==> config.mk <==
export PLATFORM = sky130hd
export DESIGN_NAME = uart_tx_fifo
export DESIGN_NICKNAME = d
export VERILOG_FILES = /design/src/rtl/uart_tx_fifo.sv
export SDC_FILE = /design/constraint.sdc
export NUM_CORES = 1
export LEC_CHECK = 0
export ABC_AREA = 0
export BUFFER_PORTS_ARGS = -buffer_cell sky130_fd_sc_hd__buf_2
export CORE_MARGIN = 3
export CORE_UTILIZATION = 55
export CTS_CLUSTER_DIAMETER = 50
export DETAILED_ROUTE_END_ITERATION = 16
export PLACE_DENSITY = 0.76
export SLEW_MARGIN = 20
export SYNTH_ARGS = -nofsm -noshare
export SYNTH_HDL_FRONTEND = slang
export SYNTH_SLANG_ARGS = --single-unit
==> constraint.sdc <==
create_clock -name clk -period 2.7 [get_ports clk]
set_clock_uncertainty 0.1 [all_clocks]
set_input_delay 0.405 -clock clk [delete_from_list [all_inputs] [get_ports clk]]
set_output_delay 0.405 -clock clk [all_outputs]
set_load 0.005 [all_outputs]
==> src/rtl/uart_tx_fifo.sv <==
// Byte FIFO in front of the UART transmitter. It accepts bytes from the bus
// side at full clock rate. A small drain FSM hands the bytes to the
// transmitter one at a time through its write/data/busy handshake.
module uart_tx_fifo #(
  parameter  int DEPTH = 16,
  localparam int AW    = $clog2(DEPTH)
) (
  input  logic         clk,
  input  logic         reset,
  input  logic         wr_en,
  input  logic [7:0]   wr_data,
  output logic         full,
  output logic         empty,
  output logic [AW:0]  count,
  output logic         overflow,
  input  logic         clear_overflow,
  output logic         tx_write,
  output logic [7:0]   tx_data,
  input  logic         tx_busy
);

  typedef enum logic [1:0] {IDLE, WAIT_BUSY, WAIT_DONE} state_t;

  state_t          state, state_nxt;
  logic [7:0]      mem [DEPTH];
  logic [AW-1:0]   wr_ptr, rd_ptr;
  logic [AW:0]     count_nxt;
  logic            push, pop;

  // full is the registered pre-edge value, so a push while full is dropped
  // even if the drain pops in the same cycle.
  assign push      = wr_en && !full;
  assign count_nxt = count + (AW+1)'(push) - (AW+1)'(pop);

  // Drain FSM next state. A byte is issued only when the transmitter is idle.
  // This also covers a reset that lands mid-transfer, while the transmitter is
  // still busy.
  always_comb begin
    state_nxt = state;
    pop       = 1'b0;
    case (state)
      IDLE: begin
        if (!empty && !tx_busy) begin
          pop       = 1'b1;
          state_nxt = WAIT_BUSY;
        end
      end
      WAIT_BUSY: if (tx_busy)  state_nxt = WAIT_DONE;
      WAIT_DONE: if (!tx_busy) state_nxt = IDLE;
      default:   state_nxt = IDLE;
    endcase
  end

  // Drain FSM state register.
  always_ff @(posedge clk) begin
    if (reset) state <= IDLE;
    else       state <= state_nxt;
  end

  // Byte storage. It is not reset: stale entries are unreachable once the
  // pointers are cleared.
  always_ff @(posedge clk) begin
    if (push) mem[wr_ptr] <= wr_data;
  end

  // Pointers, occupancy and status flags, all registered.
  always_ff @(posedge clk) begin
    if (reset) begin
      wr_ptr   <= '0;
      rd_ptr   <= '0;
      count    <= '0;
      full     <= 1'b0;
      empty    <= 1'b1;
      overflow <= 1'b0;
    end else begin
      if (push) wr_ptr <= wr_ptr + AW'(1);
      if (pop)  rd_ptr <= rd_ptr + AW'(1);
      count <= count_nxt;
      full  <= (count_nxt == (AW+1)'(DEPTH));
      empty <= (count_nxt == '0);
      // When both happen in the same cycle, the set beats the clear.
      if (wr_en && full)       overflow <= 1'b1;
      else if (clear_overflow) overflow <= 1'b0;
    end
  end

  // Transmitter interface. tx_write is a one-cycle pulse on each issue.
  // tx_data holds the issued byte until the next issue.
  always_ff @(posedge clk) begin
    if (reset) begin
      tx_write <= 1'b0;
      tx_data  <= 8'h00;
    end else begin
      tx_write <= pop;
      if (pop) tx_data <= mem[rd_ptr];
    end
  end

endmodule

==> results by group <==
Run status
  • Outcome: finished, final reports clean

Timing
  • Slew headroom: 58.5%
  • RSZ-0062 raised after global routing: no
  • Hold slack: 35.4 ps
  • Tmin final: 2580 ps
  • Maximum clock rate: 388 MHz
  • Endpoints failing hold: 0
  • Pins Over Slew Limit: 0
  • Post-route setup slack: 120 ps
  • Final Cycle Share: 95.6%
  • Final setup fails: 0
  • Slew @ Worst Pin: 621 ps

Critical path
  • Crit path max fanout: 3
  • CP Launch Type: flop
  • Req. time, crit path: 3010 ps
  • Setup CP Type: flop to flop
  • Reg2Reg Depth: 8
  • Worst EP arrival: 2890 ps
  • CP endpoint kind: flop

Die
  • DIE HEIGHT: 112 µm
  • Row count: 37
  • Die width: 112 µm
  • Initial Util: 58.0%
  • Boundary Pins: 30
  • Die ar.: 12500 µm²
  • Core Area: 10600 µm²

Clocking
  • Post-CTS Setup Repair Bufs: 0
  • Clock transition at the registers of the reported paths: 60 ps
  • CTS tree: yes
  • H-tree depth: 4
  • Num CTS Buffers: 17
  • # clock sinks: 155
  • CTS root buf: clkbuf_8
  • Max Root-Sink Buffers: 2
  • Clk_lat worst skew: 530 ps

Drt
  • Detailed Route Iter0 Violations: 348
  • Routed Antenna Nets: 0
  • Router iterations before antenna repair: 4
  • Vias per inst: 5.91
  • DR DRC count: 0
  • Vias: 3158
  • WL/cell: 22.3 µm
  • Routed WL: 11.9 mm

Synth
  • Number of synthesized flops with an enable pin: 128
  • Ys Warns: 0
  • Synth area leader: edfxtp_1
  • Cells after synthesis: 332
  • Avg Cell Area, Syn: 18.5 µm²
  • Top cells by count, synth: 128 x edfxtp_1, 30 x mux4_2, 27 x dfxtp_1, 23 x nor2_1, 17 x mux2i_1
  • Largest cells by area after synthesis: edfxtp_1 63%, mux4_2 11%, dfxtp_1 8.8%
  • Synth Register Bits: 155
  • Async SR Flop Fraction: 0%
  • Main synth FF type: edfxtp_1
  • Post-Syn Nets: 356
  • Post-Synthesis Cell Area: 6140 µm²
  • Count leader, synth: edfxtp_1
  • Sequential area share after synthesis: 71.4%
  • Synth cell types: 35
  • Post-synth top area share: 62.6%

Final layout
  • Layout area overhead: 16.0%
  • Share of cells above drive strength 1: 30.4%
  • Antenna fix cells: 0
  • Post-route non-filler standard cell count: 534
  • Nets: 409

Placement
  • RD Place Congestion: 0.812
  • Dpl cells: 501
  • IO Port Bufs: 29
  • Post-placement setup slack: -61.0 ps
  • HPWL Detailed: 7.45 mm

Global route
  • Number of global-route vias before repair: 3229
  • Initial antenna violation count: 0
  • Largest net degree at the start of global routing: 35
  • Gr usage total: 20.4%
  • GRT Residual Overflow: 0
  • Global-route wire length before repair: 18.7 mm

Hold path
  • Hold path cells: 3
  • Worst Hold Class: input pin to flop

Power and ir drop
  • Static Leak: 2.42 nW
  • Worst VDD drop: 0.658 mV
  • PwrDens: 865 nW/µm²

Run
  • Total of max-cap violations: 0
[cell usage in the layout, fill, tap and decap left out, types with 3 or more instances in the layout]
master | Yosys | routed
a21oi_1 | 4 | 4
a221oi_1 | 8 | 8
buf_2 | 5 | 29
buf_4 | 2 | 21
clkbuf_16 | 0 | 16
clkinvlp_4 | 0 | 3
dfxtp_1 | 27 | 26
edfxtp_1 | 128 | 128
ha_1 | 10 | 8
inv_1 | 10 | 10
inv_6 | 0 | 5
mux2i_1 | 17 | 17
mux4_2 | 30 | 30
nand2_1 | 7 | 7
nand2b_1 | 3 | 3
nor2_1 | 23 | 23
nor2b_1 | 6 | 6
nor3_1 | 4 | 4
o21bai_1 | 8 | 8
xnor2_1 | 5 | 5
xor2_1 | 6 | 6
[flip-flops by register name (all words and copies together) (netlist names)]
signal,flops
mem,128
tx_data,8
count,5
rd_ptr,4
wr_ptr,4
state,2
empty,1
full,1
overflow,1
tx_write,1
[area by class of cell]
class | instances | area [µm²]
sequential | 155 | 4390
fill | 691 | 3470
multi-input combinational | 148 | 1630
clock buffer | 18 | 418
timing repair buffer | 53 | 353
tap | 136 | 170
clock inverter | 14 | 135
inverter | 10 | 37.5
[metal layers]
layer | part of all wire (%) | vias up | GRT usage, % | wire, µm
met3 | 7.0 | 11 | 5.54 | 834
met4 | 1.6 | 0 | 7.62 | 193
li1 | - | 1408 | - | -
met2 | 51 | 109 | 32.2 | 6120
met1 | 40 | 1630 | 27.6 | 4780
met5 | 0 | - | 0 | 0
[logic make-up (layout without fill, tap and decap cells)]
group,Yosys count,in the layout,synth area share (%)
fa+ha+maj,11,11,2.36
buf+inv,29,95,2.48
compound gates,26,26,3.32
mux,49,49,14.6
flops,155,155,71.4
simple gates,51,51,4.30
xor+xnor,11,11,1.57
[critical path, cell delays in order, from the launching register on]
cell and delay, ps:
dfxtp_1 350, nor4_4 350, ha_4 250, inv_1 60
ha_2 180, inv_1 50, fa_2 540, or3b_4 380
a2111oi_2 220
[final timing paths]
path | slack [ps] | start | end
max reg2reg | 120 | state[0] | full
min reg2reg | 370 | overflow | overflow
min | 40 | wr_en | overflow
max | 120 | state[0] | full
[stage by stage]
| stage | instance area, µm² | setup TNS [ps] | util, % | power [W] |
|---|---|---|---|---|
| after CTS | 7130 | 0 | 67.2 | 0.00622 |
| after detailed placement | 6560 | -61.0 | 61.9 | 0.00401 |
| after global placement | 6560 | 0 | 61.9 | 0.00396 |
| after global routing | 7130 | 0 | 67.2 | 0.00644 |
| final | 7130 | 0 | 67.2 | 0.00616 |
| after floorplan | 6170 | 0 | - | 0.00368 |
[what timing repair did]
action,4_1_cts,5_1_grt
setup endpoints to repair,0,1
hold buffers,1,0
hold endpoints to repair,1,0
gates resized for setup,0,1
[power by group]
| part | switching, W | internal (W) |
|---|---|---|
| combinational | 0.000559 | 0.000541 |
| sequential | 0.000119 | 0.00274 |
| clock | 0.000959 | 0.00124 |
| total | 0.00164 | 0.00452 |
(Power assumes the default switching activity.)
